## config.mk

```make
export PLATFORM = sky130hd
export DESIGN_NAME = multicycle_controller
export DESIGN_NICKNAME = d
export VERILOG_FILES = /design/src/rtl/multicycle_controller.sv
export SDC_FILE = /design/constraint.sdc
export NUM_CORES = 1
export LEC_CHECK = 0
export ABC_CLOCK_PERIOD_IN_PS = 2400
export CORE_UTILIZATION = 38
export CTS_BUF_LIST = sky130_fd_sc_hd__clkbuf_8
export CTS_CLUSTER_SIZE = 20
export DETAILED_ROUTE_END_ITERATION = 10
export GPL_TIMING_DRIVEN = 0
export PLACE_DENSITY = 0.81
export SLEW_MARGIN = 20
export SYNTH_ARGS = -nofsm -noshare
export SYNTH_HDL_FRONTEND = slang
export SYNTH_SLANG_ARGS = --single-unit
```

## constraint.sdc

```tcl
create_clock -name clk -period 2.4 [get_ports clk]
set_clock_uncertainty 0.15 [all_clocks]
set_input_delay 0.48 -clock clk [delete_from_list [all_inputs] [get_ports clk]]
set_output_delay 0.48 -clock clk [all_outputs]
set_load 0.1 [all_outputs]
```

## src/rtl/multicycle_controller.sv

```systemverilog
// rtl/multicycle_controller.sv - multicycle MIPS-subset control FSM with ALU decoder
// Moore state machine; only pcen sees zero, only illegal sees op outside the next-state logic.
module multicycle_controller (
   input  logic       clk,
   input  logic       reset,
   input  logic [5:0] op,
   input  logic [5:0] funct,
   input  logic       zero,
   output logic       pcen,
   output logic       memwrite,
   output logic       irwrite,
   output logic       regwrite,
   output logic       alusrca,
   output logic       iord,
   output logic       memtoreg,
   output logic       regdst,
   output logic [1:0] alusrcb,
   output logic [1:0] pcsrc,
   output logic [2:0] alucontrol,
   output logic       illegal,
   output logic [3:0] state
);

   typedef enum logic [3:0] {
      FETCH   = 4'd0,
      DECODE  = 4'd1,
      MEMADR  = 4'd2,
      MEMRD   = 4'd3,
      MEMWB   = 4'd4,
      MEMWR   = 4'd5,
      EXECUTE = 4'd6,
      ALUWB   = 4'd7,
      BRANCH  = 4'd8,
      ADDIEX  = 4'd9,
      ADDIWB  = 4'd10,
      JUMP    = 4'd11
   } state_t;

   localparam logic [5:0] OP_RTYPE = 6'b000000;
   localparam logic [5:0] OP_LW    = 6'b100011;
   localparam logic [5:0] OP_SW    = 6'b101011;
   localparam logic [5:0] OP_BEQ   = 6'b000100;
   localparam logic [5:0] OP_ADDI  = 6'b001000;
   localparam logic [5:0] OP_J     = 6'b000010;

   state_t     cur;
   logic       pcwrite;
   logic       branch;
   logic [1:0] aluop;
   logic       legal_op;

   assign legal_op = (op == OP_LW) || (op == OP_SW) || (op == OP_RTYPE) ||
                     (op == OP_BEQ) || (op == OP_ADDI) || (op == OP_J);

   always_ff @(posedge clk) begin
      if (reset) begin
         cur <= FETCH;
      end else begin
         case (cur)
            FETCH:   cur <= DECODE;
            DECODE: begin
               case (op)
                  OP_LW, OP_SW: cur <= MEMADR;
                  OP_RTYPE:     cur <= EXECUTE;
                  OP_BEQ:       cur <= BRANCH;
                  OP_ADDI:      cur <= ADDIEX;
                  OP_J:         cur <= JUMP;
                  default:      cur <= FETCH;
               endcase
            end
            MEMADR:  cur <= (op == OP_LW) ? MEMRD : MEMWR;
            MEMRD:   cur <= MEMWB;
            EXECUTE: cur <= ALUWB;
            ADDIEX:  cur <= ADDIWB;
            // terminal states and the unused encodings 12-15 all fall back to FETCH
            default: cur <= FETCH;
         endcase
      end
   end

   always_comb begin
      pcwrite  = 1'b0;
      branch   = 1'b0;
      aluop    = 2'b00;
      memwrite = 1'b0;
      irwrite  = 1'b0;
      regwrite = 1'b0;
      alusrca  = 1'b0;
      iord     = 1'b0;
      memtoreg = 1'b0;
      regdst   = 1'b0;
      alusrcb  = 2'b00;
      pcsrc    = 2'b00;
      case (cur)
         FETCH:   begin irwrite = 1'b1; pcwrite = 1'b1; alusrcb = 2'b01; end
         DECODE:  alusrcb = 2'b11;
         MEMADR:  begin alusrca = 1'b1; alusrcb = 2'b10; end
         MEMRD:   iord = 1'b1;
         MEMWB:   begin memtoreg = 1'b1; regwrite = 1'b1; end
         MEMWR:   begin iord = 1'b1; memwrite = 1'b1; end
         EXECUTE: begin alusrca = 1'b1; aluop = 2'b10; end
         ALUWB:   begin regdst = 1'b1; regwrite = 1'b1; end
         BRANCH:  begin alusrca = 1'b1; aluop = 2'b01; pcsrc = 2'b01; branch = 1'b1; end
         ADDIEX:  begin alusrca = 1'b1; alusrcb = 2'b10; end
         ADDIWB:  regwrite = 1'b1;
         JUMP:    begin pcsrc = 2'b10; pcwrite = 1'b1; end
         default: ;
      endcase
      // reset suppresses every write immediately, including the cycle of the reset edge
      if (reset) begin
         pcwrite  = 1'b0;
         branch   = 1'b0;
         memwrite = 1'b0;
         irwrite  = 1'b0;
         regwrite = 1'b0;
      end
      pcen    = pcwrite | (branch & zero);
      illegal = (cur == DECODE) && !legal_op && !reset;
   end

   always_comb begin
      alucontrol = 3'b010;
      case (aluop)
         2'b01: alucontrol = 3'b110;
         2'b10: begin
            case (funct)
               6'b100010: alucontrol = 3'b110;
               6'b100100: alucontrol = 3'b000;
               6'b100101: alucontrol = 3'b001;
               6'b101010: alucontrol = 3'b111;
               default:   alucontrol = 3'b010;
            endcase
         end
         default: alucontrol = 3'b010;
      endcase
   end

   assign state = cur;

endmodule
```

==> impl_metrics.env, run 1 <==
export IMPL_cts_setup_buffers=9
export IMPL_ios=35
export IMPL_postCtsHoldBufs=0
export IMPL_synth_area_leader_cell="dfxtp_1"
export IMPL_dpl_hpwl_um=1697
export IMPL_synth_edf_count=0
export IMPL_die_w_um=41.47
export IMPL_clockBufferDepth=2
export IMPL_synth_top_cell_area_share_pct=13.53
export IMPL_yosysSeqAreaShare_pct=13.53
export IMPL_syn_avg_cell_area_um2=7.045
export IMPL_place_area_um2=1192
export IMPL_place_ws_ps=-1229
export IMPL_status="stopped before the end"
export IMPL_ys_top_cells_by_count="13 x nor2_1, 7 x nor3_1, 6 x a21oi_1, 6 x nor4_1"
export IMPL_synth_cell_types=32
export IMPL_error="[ERROR DPL-0038] Utilization greater than 100%, impossible to legalize"
export IMPL_synthFlopType="dfxtp_1"
export IMPL_root_buffer="clkbuf_8"
export IMPL_synth_area_leaders="dfxtp_1 14%, nor2_1 8.2%, ha_1 6.3%"
export IMPL_async_flop_share_pct=0
export IMPL_routabilityCongestion=0.8396
export IMPL_cts_buffers=3
export IMPL_cts_sinks=4
export IMPL_cts_resized=98
export IMPL_ys_seq_elements=4
export IMPL_initial_utilization_pct=43.32
export IMPL_syn_nets=102
export IMPL_die_y_um=41.47
export IMPL_yosysMostFrequentCell="nor2_1"
export IMPL_lastStage="clock tree synthesis"
export IMPL_rows=13
export IMPL_netlist_area_um2=591.8
export IMPL_portBuffers=33
export IMPL_netlist_instances=84
export IMPL_yosys_warnings=0
export IMPL_cts_htree_levels=1
==> per-stage QoR <==
stage / instances / TNS (ps) / hold WS, ps / util (%)
3_5_place_dp: 132 / -9761 / 523.3 / 87.27
2_1_floorplan: 84 / -1419 / 396.7 / -
3_3_place_gp: 132 / -9198 / 498.7 / 87.27
==> cell families after synthesis <==
kind of cell               after synthesis  share of synthesized area (%)
AOI/OAI and AO/OA                       20                          24.95
buffers and inverters                    7                          5.284
adders and majority gates                3                          6.343
xor gates and xnor gates                 4                          5.921
DFF                                      4                          13.53
and+or+nand+nor                         46                          43.97
==> run 2, diff against run 1 <==
CORE_AREA = 2 2 63 65   (was unset)
CORE_UTILIZATION = unset   (was 38)
CTS_BUF_LIST = unset   (was sky130_fd_sc_hd__clkbuf_8)
CTS_CLUSTER_SIZE = unset   (was 20)
DIE_AREA = 0 0 65 67   (was unset)
PLACE_DENSITY = unset   (was 0.81)
PLACE_DENSITY_LB_ADDON = 0.15   (was unset)
==> run 2 against run 1 <==
Compared with the run above: synthesized cell count unchanged; area after synthesis unchanged; the flow now finishes, with violations (setup timing).
==> impl_metrics.env, run 2 <==
export IMPL_syn_nets=102
export IMPL_routabilityCongestion=0.7837
export IMPL_worst_setup_path_start_kind="register"
export IMPL_max_freq_mhz=398.2
export IMPL_p_total_mw=0.4139
export IMPL_clk_pin_slew_ps=30
export IMPL_drt_iter0_drc=12
export IMPL_slowest_stage="dfxtp_4"
export IMPL_final_hold_violation_count=0
export IMPL_setup_worst_path_class="register to output port"
export IMPL_grt_remaining_overflow=0
export IMPL_syn_to_final_growth_pct=171.2
export IMPL_ios=35
export IMPL_synth_area_leaders="dfxtp_1 14%, nor2_1 8.2%, ha_1 6.3%"
export IMPL_num_vias=870
export IMPL_violations="setup timing"
export IMPL_utilization_pct=44.52
export IMPL_clockBufferDepth=2
export IMPL_yosysSeqAreaShare_pct=13.53
export IMPL_final_common_cell="buf_4"
export IMPL_portBuffers=33
export IMPL_via_per_inst=4.372
export IMPL_grt_pass1_wl_um=3864
export IMPL_die_w_um=65
export IMPL_nets=171
export IMPL_p_per_area_nw_per_um2=257.8
export IMPL_peakVddDrop_v=0.0001353
export IMPL_grt_usage_pct=11.64
export IMPL_dpl_hpwl_um=1628
export IMPL_yosysMostFrequentCell="nor2_1"
export IMPL_worstPathMaxFanout=7
export IMPL_status="complete, but fails checks"
export IMPL_wire_per_inst_um=12.27
export IMPL_ys_seq_elements=4
export IMPL_cts_buffers=3
export IMPL_mostFrequentLayoutCells="32 x buf_4, 8 x clkdlybuf4s50_1, 7 x buf_12"
export IMPL_largest_reg_flops=4
export IMPL_clk_latency_ps=220
export IMPL_initial_utilization_pct=16.41
export IMPL_cpPeakStageDelay_ps=370
export IMPL_die_y_um=67
export IMPL_min_path_type="primary input to register"
export IMPL_routed_wl_um=2442
export IMPL_reg2reg_from="state[2]$_SDFF_PP0_"
export IMPL_synth_top_cell_area_share_pct=13.53
export IMPL_crit_arrival_ps=1880
export IMPL_max_cap_violations=0
export IMPL_cts_htree_levels=1
export IMPL_worstPathBufferInverterCount=3
export IMPL_syn_avg_cell_area_um2=7.045
export IMPL_critical_path_required_ps=1770
export IMPL_crit_path_start="state[2]$_SDFF_PP0_"
export IMPL_dr_pass1_iters=4
export IMPL_yosys_warnings=0
export IMPL_ant_nets=0
export IMPL_cts_sinks=4
export IMPL_drive_gt1_share_pct=63.58
export IMPL_root_buffer="clkbuf_8"
export IMPL_maxSlewViolCount=0
export IMPL_place_ws_ps=-1186
export IMPL_rows=22
export IMPL_hp_start="op[2]"
export IMPL_netlist_area_um2=591.8
export IMPL_die_area_um2=4355
export IMPL_slew_headroom_pct=35.68
export IMPL_ys_top_cells_by_count="13 x nor2_1, 7 x nor3_1, 6 x a21oi_1, 6 x nor4_1"
export IMPL_cp_top_family="buffers and inverters"
export IMPL_worst_pin_slew_ps=961.8
export IMPL_timing_final_crit_share_pct=104.6
export IMPL_path_cells="buf_12 > nor4_4 > buf_4 > ha_4 > a211o_4 > buf_12"
export IMPL_netlist_instances=84
export IMPL_grt_pass1_vias=875
export IMPL_critPathMostFrequentCell="buf_12"
export IMPL_grt_max_degree=11
export IMPL_async_flop_share_pct=0
export IMPL_synth_cell_types=32
export IMPL_synthFlopType="dfxtp_1"
export IMPL_drc=0
export IMPL_rsz0062_at_grt="yes"
export IMPL_worstSetupEndpointType="output port"
export IMPL_synth_area_leader_cell="dfxtp_1"
export IMPL_p_leak_nw=0.6074
export IMPL_coreArea_um2=3606
export IMPL_min_period_ps=2511
export IMPL_postCtsHoldBufs=0
export IMPL_n_antenna_cell=0
export IMPL_synth_edf_count=0
export IMPL_setup_slack_ps=-111.0
export IMPL_cts_tree="done"
export IMPL_antenna_found_initial=0
export IMPL_finalSetupViolations=3
## run 2: cell counts after synthesis
No cell type changed its count.
## run 2: where the power goes
part           total, mW  internal (mW)  switching, mW
Sequential        0.0702         0.0662        0.00399
Clock              0.147          0.107         0.0398
Combinational      0.197         0.0690          0.128
## run 2: what timing repair did
action,CTS,global route
gates cloned,0,0
resized for setup,108,19
setup buffers,22,9
pin swaps,9,10
endpoints found under the setup margin,18,7
## run 2: metrics by stage
step / instance area (um2) / TNS, ps / hold slack (ps) / std cells
3_3_place_gp: 1234 / -9807 / 523.7 / 165
3_5_place_dp: 1234 / -9774 / 512.1 / 165
6_report: 1605 / -290.5 / 420.3 / 199
5_1_grt: 1605 / -560.4 / 446.7 / 199
2_1_floorplan: 843.3 / -1419 / 396.7 / 84
4_1_cts: 1528 / -310.8 / 437.0 / 190
## run 2: cell families after synthesis
family | after synthesis | share of synthesized area (%)
adders and majority gates | 3 | 6.343
DFF | 4 | 13.53
AOI/OAI and AO/OA | 20 | 24.95
buffers and inverters | 7 | 5.284
xor gates and xnor gates | 4 | 5.921
and+or+nand+nor | 46 | 43.97
## run 2: worst register-to-register path, cell delays in order (launching register included)
cell,delay (ps)
dfxtp_4,370
buf_4,140
or2_4,270
nor4_4,310
a32oi_1,90
a21oi_1,140
## run 2: routing by layer
layer / GRT usage [%] / wire [um] / vias to the layer above
met5: 0 / 0 / -
met4: 5.585 / 34 / 0
met1: 13.08 / 1034 / 397
li1: - / - / 448
met3: 1.351 / 114 / 3
met2: 21.65 / 1258 / 22
## run 2: final cells by class
type,instances,area [um2]
fill,343,2001
multi-input combinational,73,743.2
timing repair buffer,64,581.8
sequential,4,95.09
buffer,4,68.82
tap,48,60.06
clock buffer,3,41.29
inverter,3,15.01
## run 2: final timing paths
| kind | endpoint | slack [ps] | cells past startpoint |
|---|---|---|---|
| worst max-delay path | alucontrol[1] | -110 | 6 |
| worst min-delay path | state[1]$_SDFF_PP0_ | 420 | 4 |
| worst max register to register | state[2]$_SDFF_PP0_ | 860 | 5 |
| worst min register to register | state[1]$_SDFF_PP0_ | 520 | 4 |
No activity file was read; power rests on OpenSTA's default activity.
